## config.mk

```make
export PLATFORM = sky130hd
export DESIGN_NAME = periph_bus_master
export DESIGN_NICKNAME = d
export VERILOG_FILES = /design/src/rtl/periph_bus_master.sv
export SDC_FILE = /design/constraint.sdc
export NUM_CORES = 1
export LEC_CHECK = 0
export CORE_MARGIN = 2
export CORE_UTILIZATION = 50
export CTS_CLUSTER_DIAMETER = 40
export DETAILED_ROUTE_END_ITERATION = 8
export GPL_TIMING_DRIVEN = 0
export PLACE_DENSITY = 0.77
export SYNTH_ARGS = -nofsm -noshare
export SYNTH_HDL_FRONTEND = slang
export SYNTH_SLANG_ARGS = --single-unit
```

## constraint.sdc

```tcl
create_clock -name clk -period 3.6 [get_ports clk]
set_clock_uncertainty 0.05 [all_clocks]
set_input_delay 0.36 -clock clk [delete_from_list [all_inputs] [get_ports clk]]
set_output_delay 0.36 -clock clk [all_outputs]
set_load 0.05 [all_outputs]
```

## src/rtl/periph_bus_master.sv

```systemverilog
// periph_bus_master: scripted initiator for the 8-bit-address peripheral register bus.
// One command in, one response out; read, write and poll-until-match with timeout.
module periph_bus_master #(
   parameter int TIMEOUT_CYCLES = 16,
   parameter int POLL_MAX       = 1024,
   parameter int POLL_GAP       = 4
) (
   input  logic        clk,
   input  logic        rst_n,
   input  logic        i_cmd_valid,
   output logic        o_cmd_ready,
   input  logic [1:0]  i_cmd_op,
   input  logic [7:0]  i_cmd_addr,
   input  logic [31:0] i_cmd_wdata,
   input  logic [31:0] i_cmd_mask,
   output logic        o_rsp_valid,
   input  logic        i_rsp_ready,
   output logic [31:0] o_rsp_data,
   output logic [1:0]  o_rsp_status,
   output logic [7:0]  o_bus_addr,
   output logic [31:0] o_bus_wdata,
   output logic        o_bus_read,
   output logic        o_bus_write,
   input  logic [31:0] i_bus_rdata,
   input  logic        i_bus_ready,
   output logic        o_busy
);
   typedef enum logic [1:0] {IDLE, ACCESS, POLL_WAIT, RESP} state_t;
   localparam logic [15:0] LP_TMO = 16'(TIMEOUT_CYCLES);
   localparam logic [15:0] LP_PMAX = 16'(POLL_MAX);
   localparam logic [15:0] LP_GAP = 16'(POLL_GAP);
   state_t r_state, w_state;
   logic r_cmd_ready, w_cmd_ready, r_rsp_valid, w_rsp_valid, r_bus_read, w_bus_read, r_bus_write, w_bus_write;
   logic [1:0] r_op, w_op, r_rsp_status, w_rsp_status;
   logic [7:0] r_bus_addr, w_bus_addr;
   logic [31:0] r_bus_wdata, w_bus_wdata, r_mask, w_mask, r_rsp_data, w_rsp_data;
   logic [15:0] r_tcnt, w_tcnt, r_pcnt, w_pcnt, r_gcnt, w_gcnt;
   logic [15:0] w_tcnt_inc, w_pcnt_inc, w_gcnt_inc;
   logic w_match;
   assign w_tcnt_inc = (r_tcnt == 16'hFFFF) ? r_tcnt : r_tcnt + 16'd1;
   assign w_pcnt_inc = (r_pcnt == 16'hFFFF) ? r_pcnt : r_pcnt + 16'd1;
   assign w_gcnt_inc = (r_gcnt == 16'hFFFF) ? r_gcnt : r_gcnt + 16'd1;
   // For polls the expected value is held in the bus_wdata register.
   assign w_match = ((i_bus_rdata ^ r_bus_wdata) & r_mask) == 32'd0;
   always_comb begin
      w_state = r_state;
      w_cmd_ready = r_cmd_ready;
      w_rsp_valid = r_rsp_valid;
      w_rsp_data = r_rsp_data;
      w_rsp_status = r_rsp_status;
      w_bus_read = r_bus_read;
      w_bus_write = r_bus_write;
      w_bus_addr = r_bus_addr;
      w_bus_wdata = r_bus_wdata;
      w_op = r_op;
      w_mask = r_mask;
      w_tcnt = r_tcnt;
      w_pcnt = r_pcnt;
      w_gcnt = r_gcnt;
      case (r_state)
         IDLE: if (i_cmd_valid && r_cmd_ready) begin
            w_cmd_ready = 1'b0;
            w_op = i_cmd_op;
            w_bus_addr = i_cmd_addr;
            w_bus_wdata = i_cmd_wdata;
            w_mask = i_cmd_mask;
            w_rsp_data = 32'd0;
            w_rsp_status = 2'b00;
            w_tcnt = 16'd0;
            w_pcnt = 16'd0;
            if (i_cmd_op == 2'b11) begin
               w_state = RESP;
               w_rsp_valid = 1'b1;
               w_rsp_status = 2'b11;
            end else begin
               w_state = ACCESS;
               w_bus_read = i_cmd_op != 2'b01;
               w_bus_write = i_cmd_op == 2'b01;
            end
         end
         ACCESS: if (i_bus_ready) begin
            w_bus_read = 1'b0;
            w_bus_write = 1'b0;
            if (r_op == 2'b01) begin
               w_state = RESP;
               w_rsp_valid = 1'b1;
            end else if (r_op == 2'b00 || w_match) begin
               w_state = RESP;
               w_rsp_valid = 1'b1;
               w_rsp_data = i_bus_rdata;
            end else begin
               w_rsp_data = i_bus_rdata;
               w_pcnt = w_pcnt_inc;
               if (w_pcnt_inc == LP_PMAX) begin
                  w_state = RESP;
                  w_rsp_valid = 1'b1;
                  w_rsp_status = 2'b10;
               end else if (LP_GAP == 16'd0) begin
                  w_bus_read = 1'b1;
                  w_tcnt = 16'd0;
               end else begin
                  w_state = POLL_WAIT;
                  w_gcnt = 16'd0;
               end
            end
         end else begin
            w_tcnt = w_tcnt_inc;
            // rsp_data already holds 0 for read/write, or the last polled value.
            if (w_tcnt_inc >= LP_TMO) begin
               w_state = RESP;
               w_bus_read = 1'b0;
               w_bus_write = 1'b0;
               w_rsp_valid = 1'b1;
               w_rsp_status = 2'b01;
            end
         end
         POLL_WAIT: begin
            w_gcnt = w_gcnt_inc;
            if (w_gcnt_inc >= LP_GAP) begin
               w_state = ACCESS;
               w_bus_read = 1'b1;
               w_tcnt = 16'd0;
            end
         end
         RESP: if (i_rsp_ready) begin
            w_state = IDLE;
            w_rsp_valid = 1'b0;
            w_cmd_ready = 1'b1;
         end
      endcase
   end
   always_ff @(posedge clk or negedge rst_n) begin
      if (!rst_n) begin
         r_state <= IDLE;
         r_cmd_ready <= 1'b1;
         r_rsp_valid <= 1'b0;
         r_rsp_data <= 32'd0;
         r_rsp_status <= 2'b00;
         r_bus_read <= 1'b0;
         r_bus_write <= 1'b0;
         r_bus_addr <= 8'd0;
         r_bus_wdata <= 32'd0;
         r_op <= 2'b00;
         r_mask <= 32'd0;
         r_tcnt <= 16'd0;
         r_pcnt <= 16'd0;
         r_gcnt <= 16'd0;
      end else begin
         r_state <= w_state;
         r_cmd_ready <= w_cmd_ready;
         r_rsp_valid <= w_rsp_valid;
         r_rsp_data <= w_rsp_data;
         r_rsp_status <= w_rsp_status;
         r_bus_read <= w_bus_read;
         r_bus_write <= w_bus_write;
         r_bus_addr <= w_bus_addr;
         r_bus_wdata <= w_bus_wdata;
         r_op <= w_op;
         r_mask <= w_mask;
         r_tcnt <= w_tcnt;
         r_pcnt <= w_pcnt;
         r_gcnt <= w_gcnt;
      end
   end
   assign o_cmd_ready = r_cmd_ready;
   assign o_rsp_valid = r_rsp_valid;
   assign o_rsp_data = r_rsp_data;
   assign o_rsp_status = r_rsp_status;
   assign o_bus_addr = r_bus_addr;
   assign o_bus_wdata = r_bus_wdata;
   assign o_bus_read = r_bus_read;
   assign o_bus_write = r_bus_write;
   assign o_busy = r_state != IDLE;
endmodule

```

==> flow_summary_export.csv <==
group,metric,value,unit
sta,timing.final.crit_share,0.938,
cells_and_area,fin_util,0.676,
floorplanning,pin_count,190,
place,place_inst,1328,
logic_synthesis,ys_types,77,
floorplanning,die-area,19000,µm²
sta,setup_viol,0,
clock_network,cts_root_buf,"clkbuf_16",
cells_and_area,syn_to_final_growth,31.2,%
detailed_routing,routed_wl,26700,µm
detailed_routing,first_iter_violations,781,
grt,grt_start_max_net_pins,118,
logic_synthesis,seq_area_frac_synth,0.452,
floorplanning,start_util,0.515,
critical_path,critPathMaxFanout,10,
clock_network,cts_tree,"yes",
cells_and_area,drive_gt1_frac,0.140,
critical_path,reg2regPathDepth,10,
grt,antenna_found_initial,1,
critical_path,rr_endpoint,"r_gcnt[10]",
place,numPortBuffers,189,
grt,grt_pass1_vias,8056,
critical_path,startpoint,"r_pcnt[0]",
place,pre_cts_slack,-106,ps
power_and_ir_drop,swShare,0.214,
power_and_ir_drop,clkPwrFrac,0.470,
detailed_routing,wl_per_cell,19.7,µm
power_and_ir_drop,power_density,323,nW/µm²
detailed_routing,vias_per_cell,6.02,
sta,tightest_slew,800,ps
place,place_hpwl,19600,µm
detailed_routing,drc,0,
detailed_routing,ant_nets,0,
place,placed_cell_area,11200,µm²
logic_synthesis,ys_ff_latch,162,
detailed_routing,first_pass_iters,5,
critical_path,crit_path_end_kind,"flop",
sta,finalMaxSlewViolations,0,
grt,grt_usage,0.291,
critical_path,cp.arrival,3640,ps
clock_network,clock_path_buffers,2,
run_status,status,"finished, final reports clean",
critical_path,worstPathRequired,3860,ps
critical_path,cp-start-kind,"flop",
run,drv_cap,0,
critical_path,r2r-start,"r_pcnt[0]",
power_and_ir_drop,vdd_ir_drop_max,0.333,mV
cells_and_area,nFillCells,1397,
sta,setup_slack,223,ps
grt,grt_pass1_wl,42400,µm
cells_and_area,multi_input_area,4580,µm²
power_and_ir_drop,p_int,2.99,mW
logic_synthesis,synth_cells,913,
clock_network,cts_max_level,4,
detailed_routing,via_count,8181,
cells_and_area,layout.cells.non_filler,1359,
critical_path,crit_path_end,"r_gcnt[10]",
power_and_ir_drop,p_switching,0.814,mW
floorplanning,dieWidth,138,µm
logic_synthesis,synth_area_per_cell,9.83,µm²
sta,fmax,0.296,GHz
critical_path,max_stage_delay,460,ps
sta,setup-tns-final,0,ps
sta,fin_crit,3380,ps
logic_synthesis,synth_edf_count,0,
clock_network,clk_pin_slew,60,ps
critical_path,path_class,"reg2reg",
critical_path,critPathSlowestCell,"dfrtp_1",
logic_synthesis,async_flop_share,1.00,
sta,slew_headroom,0.467,
logic_synthesis,yosysWarnings,0,
clock_network,cts_buffers,17,
logic_synthesis,synth_nets,1031,
cells_and_area,ff_latch_area,4060,µm²
clock_network,clk_latency,430,ps
cells_and_area,finalNetCount,1241,
logic_synthesis,syn-cell-area,8970,µm²
critical_path,cp_cell_sequence,"ha_1 -> nand4_4 -> nor4_2 -> buf_2 -> nor3_1 -> nor4b_2 -> o2111ai_4 -> a31oi_4 -> nor4_1 -> a211o_1",
hold_path,hp-class,"in2async",
power_and_ir_drop,power_frac_seq,0.479,
sta,final_hold_viol_count,0,
clock_network,cts_sinks,162,
floorplanning,rows,48,
floorplanning,core,17400,µm²
power_and_ir_drop,combPwrFrac,0.051,
sta,grt_setup_unrepaired,"false",
critical_path,rrSetupSlack,220,ps
place,gp_congestion,0.913,
logic_synthesis,synthFlopType,"dfrtp_1",
power_and_ir_drop,p_leak,5.24,nW
floorplanning,die_h,138,µm
grt,grt-ovfl-total,0,
cells_and_area,design_area,11800,µm²
[kinds of logic (layout without fill, tap and decap cells)]
group	count (synthesis)	in the layout	share of synthesized area
AO/OA/AOI/OAI	160	160	0.132
XOR/XNOR	39	39	0.0381
adder cells (fa/ha/maj)	7	7	0.00976
buffers and inverters	83	303	0.0392
flip-flops	162	162	0.452
multiplexers	96	96	0.118
other	0	1	0
AND/OR/NAND/NOR	366	366	0.211
[flip-flops by register name (all words and copies together) (netlist names), 2 cells and up]
| name | flops |
|---|---|
| r_mask | 32 |
| o_bus_addr | 8 |
| r_tcnt | 16 |
| o_rsp_data | 32 |
| o_rsp_status | 2 |
| r_state | 2 |
| r_gcnt | 16 |
| o_bus_wdata | 32 |
| r_pcnt | 16 |
| r_op | 2 |
[what timing repair did]
action / CTS / global route
hold buffers: 1 / 0
setup endpoints to repair: 2 / 2
buffers inserted: 0 / 0
cloned: 0 / 0
pin swaps: 0 / 0
resized for setup: 1 / 1
hold endpoints to repair: 45 / 0
[metal layers]
metal | global-route usage | wire [µm] | share of wire
met5 | 0 | 0 | 0
met4 | 0.116 | 901 | 0.034
met3 | 0.0782 | 2000 | 0.075
met2 | 0.479 | 13200 | 0.49
met1 | 0.366 | 10700 | 0.40
[per-stage QoR]
step / total power [mW] / hold WS [ps]
6_report: 3.80 / 371
5_1_grt: 3.92 / 403
4_1_cts: 3.82 / 371
3_5_place_dp: 2.05 / 230
3_3_place_gp: 2.04 / 399
2_1_floorplan: 1.87 / 14.4
[power groups by stage]
| stage | registers (mW) | logic [mW] | clock network [mW] |
|---|---|---|---|
| final | 1.82 | 0.194 | 1.79 |
| after global routing | 1.82 | 0.211 | 1.89 |
| after CTS | 1.82 | 0.197 | 1.81 |
| after detailed placement | 1.85 | 0.195 | 0 |
| after global placement | 1.86 | 0.189 | 0 |
| after floorplan | 1.85 | 0.0157 | 0 |
[how the worst min path moves through the flow]
stage	cells after the start	end	slack (ps)
5_1_grt	2	r_gcnt[6]	400
3_3_place_gp	2	o_rsp_data[0]	400
2_1_floorplan	0	o_bus_addr[0]	10
3_5_place_dp	1	r_gcnt[6]	230
6_report	2	r_gcnt[6]	370
4_1_cts	2	r_gcnt[6]	370
[cells in the final DEF (no fill, tap or decap), types with 5 or more instances in the layout]
cell,n
o211ai_1,10
ha_1,7
or3_1,8
nor4_2,6
and4_1,10
a21oi_1,36
nand2_1,123
buf_2,19
nor3_1,30
xor2_1,35
a22o_1,5
dfrtp_1,161
nand4_1,23
clkbuf_16,17
a22oi_1,18
o31ai_1,6
nor2_1,46
nor4_1,10
clkdlybuf4s50_1,188
a221oi_1,5
inv_1,23
o21ai_0,26
mux2_2,80
clkbuf_1,34
mux2i_1,15
nand3_1,68
and3_1,9
a31oi_1,8
[worst max-delay path, delay by kind of cell (launching register included)]
family	cells	cell delay (ps)
flip-flops	1	460
adder cells (fa/ha/maj)	1	350
AND/OR/NAND/NOR	5	1120
AO/OA/AOI/OAI	3	1000
buffers and inverters	1	280
[cell type report]
type                            instances  area share
Inverter                               24     0.00765
Tap cell                              225      0.0239
Clock buffer                           21      0.0391
Sequential cell                       162       0.344
Buffer                                 59      0.0222
Clock inverter                          8     0.00903
Multi-Input combinational cell        668       0.389
Timing Repair Buffer                  191       0.164
Antenna cell                            1    0.000213
[synthesized netlist by cell type, drive strengths merged, types with 4 or more instances]
master,instances,area share
nor3,30,0.017
or4,4,0.0033
a31oi,9,0.0079
nand2,125,0.053
o211ai,10,0.0084
and3,9,0.0063
inv,23,0.0096
a21oi,37,0.021
a22oi,18,0.015
or3,8,0.0056
and4,10,0.0098
a22o,5,0.0049
a21o,4,0.0033
nor2,46,0.019
o21ai,27,0.015
xor2,35,0.034
nand4,27,0.023
xnor2,4,0.0039
o31ai,6,0.0050
nand2b,4,0.0028
a221oi,5,0.0049
mux2i,15,0.017
nor4,18,0.018
nand3,69,0.039
dfrtp,161,0.45
mux2,81,0.10
buf,26,0.015
clkbuf,33,0.014
ha,7,0.0098
Power figures use the tool's default switching activity.
